===== src/rtl/program_loader.sv =====
// program_loader: boot-time frame receiver that fills program memory with
// 16-bit words and releases the CPU only after a frame's checksum matches.
// Frame: SYNC, LEN_HI, LEN_LO, LEN x {word_hi, word_lo}, CHK.
// MAX_WORDS must not exceed 65535, so the 16-bit word counter never wraps.
module program_loader #(
  parameter logic [7:0]  SYNC_BYTE      = 8'hA5,
  parameter int unsigned MAX_WORDS      = 256,
  parameter int unsigned TIMEOUT_CYCLES = 100000
) (
  input  logic        clk,
  input  logic        rst,
  input  logic [7:0]  in_data,
  input  logic        in_valid,
  output logic        in_ready,
  input  logic        restart,
  output logic        prog_we,
  output logic [15:0] prog_addr,
  output logic [15:0] prog_wdata,
  output logic        cpu_run,
  output logic        busy,
  output logic        done,
  output logic [1:0]  error_code,
  output logic [15:0] word_count
);

  // Timer is at least 17 bits wide so the default 100000-cycle limit fits.
  localparam int unsigned TMR_W = ($clog2(TIMEOUT_CYCLES) > 17) ? $clog2(TIMEOUT_CYCLES) : 17;
  localparam logic [TMR_W-1:0] TMR_LAST = TMR_W'(TIMEOUT_CYCLES - 1);
  localparam logic [15:0]      MAX_LEN  = 16'(MAX_WORDS);

  localparam logic [1:0] ERR_NONE    = 2'b00;
  localparam logic [1:0] ERR_LEN     = 2'b01;
  localparam logic [1:0] ERR_CHK     = 2'b10;
  localparam logic [1:0] ERR_TIMEOUT = 2'b11;

  typedef enum logic [3:0] {
    S_IDLE    = 4'd0,
    S_LEN_HI  = 4'd1,
    S_LEN_LO  = 4'd2,
    S_DATA_HI = 4'd3,
    S_DATA_LO = 4'd4,
    S_CHECK   = 4'd5,
    S_EVAL    = 4'd6,
    S_RUN     = 4'd7,
    S_ERROR   = 4'd8
  } state_t;

  state_t            state_q,      state_d;
  logic [7:0]        len_hi_q,     len_hi_d;
  logic [15:0]       len_q,        len_d;
  logic [7:0]        data_hi_q,    data_hi_d;
  logic [7:0]        acc_q,        acc_d;
  logic [7:0]        rx_chk_q,     rx_chk_d;
  logic [TMR_W-1:0]  timer_q,      timer_d;
  logic [15:0]       word_count_q, word_count_d;
  logic              prog_we_q,    prog_we_d;
  logic [15:0]       prog_addr_q,  prog_addr_d;
  logic [15:0]       prog_wdata_q, prog_wdata_d;
  logic              cpu_run_q,    cpu_run_d;
  logic              done_q,       done_d;
  logic              busy_q,       busy_d;
  logic [1:0]        err_q,        err_d;

  logic              ready_int;
  logic              accept;
  logic              in_frame;
  logic [15:0]       len_rx;
  logic [15:0]       word_count_inc;

  // The loader takes bytes in every state except EVAL, RUN and ERROR.
  assign ready_int = (state_q == S_IDLE)    || (state_q == S_LEN_HI)  ||
                     (state_q == S_LEN_LO)  || (state_q == S_DATA_HI) ||
                     (state_q == S_DATA_LO) || (state_q == S_CHECK);
  assign accept    = in_valid && ready_int;

  // States in which the inter-byte idle timer runs.
  assign in_frame  = (state_q == S_LEN_HI)  || (state_q == S_LEN_LO) ||
                     (state_q == S_DATA_HI) || (state_q == S_DATA_LO) ||
                     (state_q == S_CHECK);

  assign len_rx         = {len_hi_q, in_data};
  assign word_count_inc = word_count_q + 16'd1;

  // Next-state and datapath: restart wins, then the per-state byte handling,
  // then the idle timeout (which only fires when no byte arrives).
  always_comb begin
    state_d      = state_q;
    len_hi_d     = len_hi_q;
    len_d        = len_q;
    data_hi_d    = data_hi_q;
    acc_d        = acc_q;
    rx_chk_d     = rx_chk_q;
    timer_d      = timer_q;
    word_count_d = word_count_q;
    prog_we_d    = 1'b0;
    prog_addr_d  = prog_addr_q;
    prog_wdata_d = prog_wdata_q;
    cpu_run_d    = cpu_run_q;
    done_d       = done_q;
    busy_d       = busy_q;
    err_d        = err_q;

    if (restart) begin
      // Any byte offered this cycle is dropped.
      state_d   = S_IDLE;
      cpu_run_d = 1'b0;
      done_d    = 1'b0;
      busy_d    = 1'b0;
      err_d     = ERR_NONE;
      timer_d   = '0;
    end else begin
      // Timer clears on every accepted byte and idles at zero outside a frame.
      if (accept || !in_frame) begin
        timer_d = '0;
      end else begin
        timer_d = timer_q + 1'b1;
      end

      case (state_q)
        S_IDLE: begin
          if (accept && (in_data == SYNC_BYTE)) begin
            acc_d        = 8'h00;
            word_count_d = 16'd0;
            err_d        = ERR_NONE;
            busy_d       = 1'b1;
            state_d      = S_LEN_HI;
          end
        end

        S_LEN_HI: begin
          if (accept) begin
            len_hi_d = in_data;
            acc_d    = acc_q ^ in_data;
            state_d  = S_LEN_LO;
          end
        end

        S_LEN_LO: begin
          if (accept) begin
            len_d = len_rx;
            acc_d = acc_q ^ in_data;
            if ((len_rx == 16'd0) || (len_rx > MAX_LEN)) begin
              err_d   = ERR_LEN;
              busy_d  = 1'b0;
              state_d = S_ERROR;
            end else begin
              state_d = S_DATA_HI;
            end
          end
        end

        S_DATA_HI: begin
          if (accept) begin
            data_hi_d = in_data;
            acc_d     = acc_q ^ in_data;
            state_d   = S_DATA_LO;
          end
        end

        S_DATA_LO: begin
          if (accept) begin
            acc_d        = acc_q ^ in_data;
            prog_we_d    = 1'b1;
            prog_addr_d  = word_count_q;
            prog_wdata_d = {data_hi_q, in_data};
            word_count_d = word_count_inc;
            state_d      = (word_count_inc == len_q) ? S_CHECK : S_DATA_HI;
          end
        end

        S_CHECK: begin
          if (accept) begin
            rx_chk_d = in_data;
            state_d  = S_EVAL;
          end
        end

        S_EVAL: begin
          busy_d = 1'b0;
          if (rx_chk_q == acc_q) begin
            cpu_run_d = 1'b1;
            done_d    = 1'b1;
            state_d   = S_RUN;
          end else begin
            err_d   = ERR_CHK;
            state_d = S_ERROR;
          end
        end

        S_RUN: begin
          state_d = S_RUN;
        end

        S_ERROR: begin
          state_d = S_ERROR;
        end

        default: begin
          state_d = S_IDLE;
        end
      endcase

      // A stalled frame aborts once the idle count reaches its limit.
      if (in_frame && !accept && (timer_q == TMR_LAST)) begin
        err_d   = ERR_TIMEOUT;
        busy_d  = 1'b0;
        state_d = S_ERROR;
      end
    end
  end

  // State and datapath registers; reset also cancels a pending write strobe.
  always_ff @(posedge clk or negedge rst) begin
    if (!rst) begin
      state_q      <= S_IDLE;
      len_hi_q     <= 8'h00;
      len_q        <= 16'd0;
      data_hi_q    <= 8'h00;
      acc_q        <= 8'h00;
      rx_chk_q     <= 8'h00;
      timer_q      <= '0;
      word_count_q <= 16'd0;
      prog_we_q    <= 1'b0;
      prog_addr_q  <= 16'd0;
      prog_wdata_q <= 16'd0;
      cpu_run_q    <= 1'b0;
      done_q       <= 1'b0;
      busy_q       <= 1'b0;
      err_q        <= ERR_NONE;
    end else begin
      state_q      <= state_d;
      len_hi_q     <= len_hi_d;
      len_q        <= len_d;
      data_hi_q    <= data_hi_d;
      acc_q        <= acc_d;
      rx_chk_q     <= rx_chk_d;
      timer_q      <= timer_d;
      word_count_q <= word_count_d;
      prog_we_q    <= prog_we_d;
      prog_addr_q  <= prog_addr_d;
      prog_wdata_q <= prog_wdata_d;
      cpu_run_q    <= cpu_run_d;
      done_q       <= done_d;
      busy_q       <= busy_d;
      err_q        <= err_d;
    end
  end

  assign in_ready   = ready_int;
  assign prog_we    = prog_we_q;
  assign prog_addr  = prog_addr_q;
  assign prog_wdata = prog_wdata_q;
  assign cpu_run    = cpu_run_q;
  assign busy       = busy_q;
  assign done       = done_q;
  assign error_code = err_q;
  assign word_count = word_count_q;

endmodule


===== config.mk =====
export PLATFORM = sky130hd
export DESIGN_NAME = program_loader
export DESIGN_NICKNAME = d
export VERILOG_FILES = /design/src/rtl/program_loader.sv
export SDC_FILE = /design/constraint.sdc
export NUM_CORES = 1
export LEC_CHECK = 0
export BUFFER_PORTS_ARGS = -buffer_cell sky130_fd_sc_hd__buf_2
export CAP_MARGIN = 10
export CORE_MARGIN = 2
export CORE_UTILIZATION = 40
export DETAILED_ROUTE_END_ITERATION = 8
export PLACE_DENSITY = 0.61
export SKIP_CTS_REPAIR_TIMING = 1
export SLEW_MARGIN = 0
export SYNTH_ARGS = -nofsm -noshare
export SYNTH_HDL_FRONTEND = slang
export SYNTH_SLANG_ARGS = --single-unit

===== constraint.sdc =====
create_clock -name clk -period 4.5 [get_ports clk]
set_clock_uncertainty 0.1 [all_clocks]
set_input_delay 0.675 -clock clk [delete_from_list [all_inputs] [get_ports clk]]
set_output_delay 0.675 -clock clk [all_outputs]
set_load 0.05 [all_outputs]

* After elaboration in Yosys (flattened, before gate mapping)
Cells that the tools add are included.
Storage, ports and cells: register bits after elaboration 122, input port bits 12, word-level logic and storage cells 117
Cells by class: $add $sub $neg 2, magnitude comparators 1, equal/unequal tests 23, muxes and demuxes 39, bitwise operators 2, reduce and logical (&&, ||, !) cells 36
Operator list (count):
- 4-bit 2-to-1 mux | 10
- 4-bit case mux with 9 select lines | 1
- 17-bit 2-to-1 mux | 2
- 16-bit 2-to-1 mux | 2
- 16-bit case mux with 2 select lines | 1
- 4-bit by 3-bit inequality test with 1-bit output, second input constant | 5
- 17-bit by 1-bit adder with 17-bit output, second input constant | 1
- 17-bit == test, second input constant | 1
- 16-bit by 1-bit adder with 16-bit output, second input constant | 1
- 16-bit == test | 1
- 4-bit by 3-bit == test with 1-bit output, second input constant | 4
- 16-bit by 9-bit greater-than comparator with 1-bit output, second input constant | 1
- 16-bit zero test | 1
- 8-bit 2-to-1 mux | 2
- 8-bit case mux with 2 select lines | 1
- 3-bit AND reduction | 5
- 2-bit 2-to-1 mux | 6
- 4-bit AND reduction | 3
- 1-bit logical OR | 11
- 1-bit 2-to-1 mux | 11
- 4-bit by 2-bit == test with 1-bit output, second input constant | 2
- 8-bit == test | 1
- 8-bit == test, second input constant | 1
- 4-bit by 2-bit inequality test with 1-bit output, second input constant | 2
- 19 further kinds | 27

* Logic depth before layout (Yosys ltp)
word-level depth 12, gate-level depth with buffers 8

* Worst setup path after synthesis
OpenSTA, ideal clock, no wires.
path kind register to register, from reg state_q[2], to reg state_q[1], data arrival time 2720 ps, data required time 4276 ps, path slack 1556 ps, cell stages (with the launch flop) 8, path through dfrtp_1 > clkbuf_1 > a21oi_1 > or3b_1 > or3_1 > and3b_1 > o2bb2ai_1 > a211o_1
On the way: word-level cells in the longest chain between the ends 12, elaborated cells between the ends (all ways) 33
Ends and longest elaborated chain:
- from (decl) | line 48 | state_t state_q, state_d;
- from (signal assigned) | line 231 | state_q <= state_d;
- 4-bit by 1-bit == test with 1-bit output or 4-bit zero test (tied branches) | line 71 | assign ready_int = (state_q == S_IDLE) || (state_q == S_LEN_HI) ||
- 1-bit logical OR (2 in a row) | line 71
- 1-bit logical OR (2 in a row) | line 72 | (state_q == S_LEN_LO) || (state_q == S_DATA_HI) ||
- 1-bit logical OR * | line 73 | (state_q == S_DATA_LO) || (state_q == S_CHECK);
- net in_ready | line 14 | output logic in_ready,
- 1-bit logical AND * | line 74 | assign accept = in_valid && ready_int;
- 1-bit zero test | line 204 | if (in_frame && !accept && (timer_q == TMR_LAST)) begin
- 1-bit logical AND (2 in a row) | line 204
- 4-bit by 3-bit inequality test with 1-bit output (no source line) (tied with other cells)
- 6-bit AND reduction (no source line) or 4-bit 2-to-1 mux (tied branches)
Mark *: on every way through the listed nets, which the timed path passes. The rest lies on a longest branch. A chain may end at the register's enable or synchronous reset.

* Final worst setup path
from reg word_count_q[0] (netlist: word_count[0]), to reg state_q[1]
On the way: word-level cells in the longest chain between the ends 7
Ends and longest elaborated chain:
- from (decl) | line 55 | logic [15:0] word_count_q, word_count_d;
- from (signal assigned) | line 238 | word_count_q <= word_count_d;
- 16-bit by 1-bit adder with 16-bit output | line 82 | assign word_count_inc = word_count_q + 16'd1;
- 16-bit == test | line 167 | state_d = (word_count_inc == len_q) ? S_CHECK : S_DATA_HI;
- 3-bit 2-to-1 mux | line 167
- 4-bit 2-to-1 mux | line 161 | if (accept) begin
- 4-bit case mux with 9 select lines | line 119 | case (state_q)
- 4-bit 2-to-1 mux | line 204
- 4-bit 2-to-1 mux | line 103 | if (restart) begin
No other way between the ends. The select of a mux whose other input is x is not followed.

==> impl_table.tex <==
\begin{tabular}{lr}
\hline
Metric & Value \\
\hline
\multicolumn{2}{l}{\textbf{Finish}} \\
Filler instances & 1361 \\
Area taken by multi-input logic gates & about 0.0027 mm\^{}2 \\
Most common library cell in the layout ignoring fill and taps & sky130\_fd\_sc\_hd\_\_dfrtp\_1 \\
Share of cells above drive strength 1 & 0.223 \\
Number of nets in the finished design & between 600 and 700 \\
Post-Layout Cell Count & 849 \\
Most frequent cells in the layout & sky130\_fd\_sc\_hd\_\_dfrtp\_1 (122), sky130\_fd\_sc\_hd\_\_nand2\_1 (121), sky130\_fd\_sc\_hd\_\_buf\_2 (65) \\
Diode insertion count for antenna repair & 0 \\
Register Area & 0.00305 mm\^{}2 \\
Layout Area Growth over Synthesis & 18.7\% \\
\multicolumn{2}{l}{\textbf{Die}} \\
Die Span X & 125 um \\
Core Box Area & 0.0145 mm\^{}2 \\
Initial core utilization & 0.407 \\
Total die area & 0.0157 mm\^{}2 \\
Die Span Y & 125 um \\
Floorplan row count & 44 \\
Number of primary I/O pins & 67 \\
\multicolumn{2}{l}{\textbf{Power}} \\
Power density over the cells & 441 mW/mm\^{}2 \\
Static Leak & between 0.003 and 0.004 uW \\
Sw Ratio & 0.252 \\
Worst vdd rail ir drop & $\sim$0.32 mV \\
Psw & a little under 800 uW \\
Proportion of power drawn by combinational gates & 0.111 \\
Internal cell power & about 2300 uW \\
Clock network fraction of total power & 0.469 \\
Sequential group share of total power & 0.420 \\
Final Power & slightly above 3000 uW \\
\multicolumn{2}{l}{\textbf{Critical path}} \\
Cell with the largest stage delay on the worst path & sky130\_fd\_sc\_hd\_\_dfrtp\_1 \\
End of the critical path & state\_q[1] \\
Worst Setup Path Type & reg -> reg \\
Start point of the critical path & word\_count[0] \\
Beginning of the worst register-to-register path & word\_count[0] \\
Required time of the critical path & approximately 4.7 ns \\
Crit path arrival time & roughly 2.9 ns \\
Cell mode on critical path & sky130\_fd\_sc\_hd\_\_nand4\_1 \\
Setup slack of the worst register-to-register path & roughly 1.8 ns \\
Endpoint kind of the worst setup timing path & flop \\
Maximum fanout encountered on the critical timing path & 8 \\
Capture instance of the worst register-to-register path & state\_q[1] \\
Crit path cell chain & ha\_1 -> nand4\_1 -> nor3b\_1 -> o211ai\_1 -> a211oi\_1 -> nand4\_1 -> a211o\_1 \\
Worst Reg2Reg Path Length in Cells & 7 \\
Largest stage delay on the critical path & 0.48 ns \\
Startpoint type of the worst setup path & flop \\
\multicolumn{2}{l}{\textbf{Flow run}} \\
Total of max-cap violations & 0 \\
\multicolumn{2}{l}{\textbf{STA}} \\
Share of the clock period used by the worst path & 0.599 \\
Timing-limited maximum frequency & between 300 and 400 MHz \\
Headroom to the max-slew limit & 0.438 \\
Post-layout minimum cycle time & $\sim$2.7 ns \\
RSZ-0062 raised after global routing & no \\
Worst Hold Slack & 0.234 ns \\
Total negative slack & 0 ns \\
Number of endpoints with negative hold slack in the final report & 0 \\
Tightest Pin Transition & 0.840 ns \\
Final count of pins violating max slew & 0 \\
Number of setup violations in the final report & 0 \\
Worst-case setup margin in the final layout & roughly 1.8 ns \\
\multicolumn{2}{l}{\textbf{Synthesis}} \\
Cell Area, Synth & 0.00589 mm\^{}2 \\
Share of async-settable or async-resettable flops after synthesis & 1.00 \\
Register bit total from synthesis & 122 \\
EDFF count, synth & 0 \\
Average cell area after synthesis & about 9.9 um\^{}2 \\
Most used flip-flop cell after synthesis & sky130\_fd\_sc\_hd\_\_dfrtp\_1 \\
Warnings from Yosys & 0 \\
Sequential share of the synthesized area & 0.518 \\
Nets in the synthesized netlist & 607 \\
Count of distinct cell types in the synthesized netlist & 56 \\
Post-synthesis cell count & between 500 and 600 \\
\multicolumn{2}{l}{\textbf{Detailed routing}} \\
Wirelength per Cell & about 16 um \\
Total number of vias & 4494 \\
Via-per-instance ratio & 5.29 \\
Iter 0 DRT Violations & roughly 340 \\
Total routed wirelength & about 14 mm \\
Final routed DRC violation total & 0 \\
Detail Route Antenna Nets & 0 \\
Pre-antenna DRT Iters & 4 \\
\multicolumn{2}{l}{\textbf{Global route}} \\
Global-route wire length before repair & 23.1 mm \\
Final global-route overflow total & 0 \\
Number of antenna violations at the first check in global routing & 0 \\
Maximum number of pins on one net before global-route repair & 63 \\
Global-route usage over all layers & 0.185 \\
Via count of the first global-routing pass & 4472 \\
\multicolumn{2}{l}{\textbf{Clocking}} \\
H-Tree Depth & 4 \\
Clock-pin transition on the worst setup and hold timing paths & 0.06 ns \\
Total number of clock tree sinks & between 100 and 150 \\
TritonCTS Buffers & 17 \\
Clock tree root driver cell & sky130\_fd\_sc\_hd\_\_clkbuf\_16 \\
Clock insertion delay at the later pin of the skew report & around 0.42 ns \\
TritonCTS clock tree & yes \\
Clock Tree Buf Depth & 2 \\
\multicolumn{2}{l}{\textbf{Place}} \\
Placed Cells incl. Taps & 817 \\
Buffers on Ports & 66 \\
Pre-CTS setup slack & 1.64 ns \\
Weighted congestion at the end of routability-driven global placement & 0.896 \\
Detailed Place HPWL & about 9.0 mm \\
\multicolumn{2}{l}{\textbf{Outcome}} \\
Status & finished, final reports clean \\
\multicolumn{2}{l}{\textbf{Worst hold path}} \\
Type of the most critical hold path & in -> async \\
\hline
\end{tabular}
cells in the mapped netlist, types with 3 or more instances:
| library cell | n | area [um^2] |
|---|---|---|
| sky130_fd_sc_hd__buf_2 | 8 | 40.0 |
| sky130_fd_sc_hd__or4_1 | 4 | 30.0 |
| sky130_fd_sc_hd__and3_1 | 6 | 37.5 |
| sky130_fd_sc_hd__o211ai_1 | 9 | 67.6 |
| sky130_fd_sc_hd__mux2_2 | 40 | 450 |
| sky130_fd_sc_hd__nand2b_1 | 3 | 18.8 |
| sky130_fd_sc_hd__and2_1 | 3 | 18.8 |
| sky130_fd_sc_hd__inv_1 | 6 | 22.5 |
| sky130_fd_sc_hd__nand4_1 | 12 | 75.1 |
| sky130_fd_sc_hd__nor2_1 | 50 | 188 |
| sky130_fd_sc_hd__a22o_1 | 3 | 26.3 |
| sky130_fd_sc_hd__nand2_1 | 121 | 454 |
| sky130_fd_sc_hd__nor4_1 | 9 | 56.3 |
| sky130_fd_sc_hd__xnor2_1 | 22 | 193 |
| sky130_fd_sc_hd__o41ai_1 | 4 | 35.0 |
| sky130_fd_sc_hd__xor2_1 | 32 | 280 |
| sky130_fd_sc_hd__o31ai_1 | 5 | 37.5 |
| sky130_fd_sc_hd__o21ai_0 | 26 | 130 |
| sky130_fd_sc_hd__clkbuf_1 | 19 | 71.3 |
| sky130_fd_sc_hd__nor2b_1 | 4 | 25.0 |
| sky130_fd_sc_hd__dfrtp_1 | 122 | 3050 |
| sky130_fd_sc_hd__a21oi_1 | 11 | 55.1 |
| sky130_fd_sc_hd__nor3_1 | 11 | 55.1 |
| sky130_fd_sc_hd__nand3_1 | 19 | 95.1 |
| sky130_fd_sc_hd__and4_1 | 6 | 52.6 |
worst max-delay path: cells and delay by family (launching register included):
family | cells | cell delay, ns
adder cells (fa/ha/maj) | 1 | 0.34
AO/OA/AOI/OAI | 3 | 0.79
flip-flops | 1 | 0.48
AND/OR/NAND/NOR | 3 | 0.88
registers in the layout, summed over array words and instances, names as in the netlist:
| signal | count |
|---|---|
| error_code | 2 |
| prog_wdata | 16 |
| state_q | 4 |
| len_hi_q | 8 |
| data_hi_q | 8 |
| done | 1 |
| prog_we | 1 |
| timer_q | 17 |
| busy | 1 |
| word_count | 16 |
| prog_addr | 16 |
| rx_chk_q | 8 |
| acc_q | 8 |
| len_q | 16 |
cell families after synthesis:
family / Yosys count / synth area share
compound gates: 75 / 0.0822
xor+xnor: 55 / 0.0841
fa+ha+maj: 2 / 0.00425
buf+inv: 36 / 0.0253
flops: 122 / 0.518
mux: 41 / 0.0782
simple gates: 262 / 0.207
stage by stage:
stage,util,area [um^2]
after floorplan,-,5890
after global placement,0.439,6360
after detailed placement,0.439,6360
after CTS,0.483,6990
after global routing,0.483,6990
final,0.483,6990
power by group through the flow:
| stage | Combinational [uW] | Sequential (uW) | Clock (uW) |
|---|---|---|---|
| detailed placement | 343 | 1310 | 0 |
| CTS | 345 | 1290 | 1470 |
| global route | 384 | 1310 | 1530 |
| global placement | 336 | 1310 | 0 |
| finish | 342 | 1290 | 1440 |
| floorplan | 241 | 1290 | 0 |
final cells by class:
cell class	instances	share of cell area
inverter	6	0.00322
clock buffer	20	0.0654
multi-input combinational	435	0.385
tap	184	0.0329
timing repair buffer	70	0.0519
clock inverter	12	0.0245
sequential	122	0.437
metal layers:
metal  vias up  global-route usage  share of wire
met1      2189               0.253           0.47
li1       2173                   -              -
met4         0              0.0608          0.013
met2       118               0.279           0.46
met5         -                   0              0
met3        14              0.0595          0.056
worst min-delay path by stage:
stage	start	to	slack [ns]	depth (start not counted)
floorplan	rst	acc_q[0]	0.28	0
global placement	data_hi_q[2]	prog_wdata[10]	0.34	2
detailed placement	data_hi_q[2]	prog_wdata[10]	0.36	2
CTS	rst	prog_addr[0]	0.27	1
global route	rst	prog_addr[0]	0.30	1
finish	rst	prog_addr[0]	0.23	1
Power figures use the tool's default switching activity.
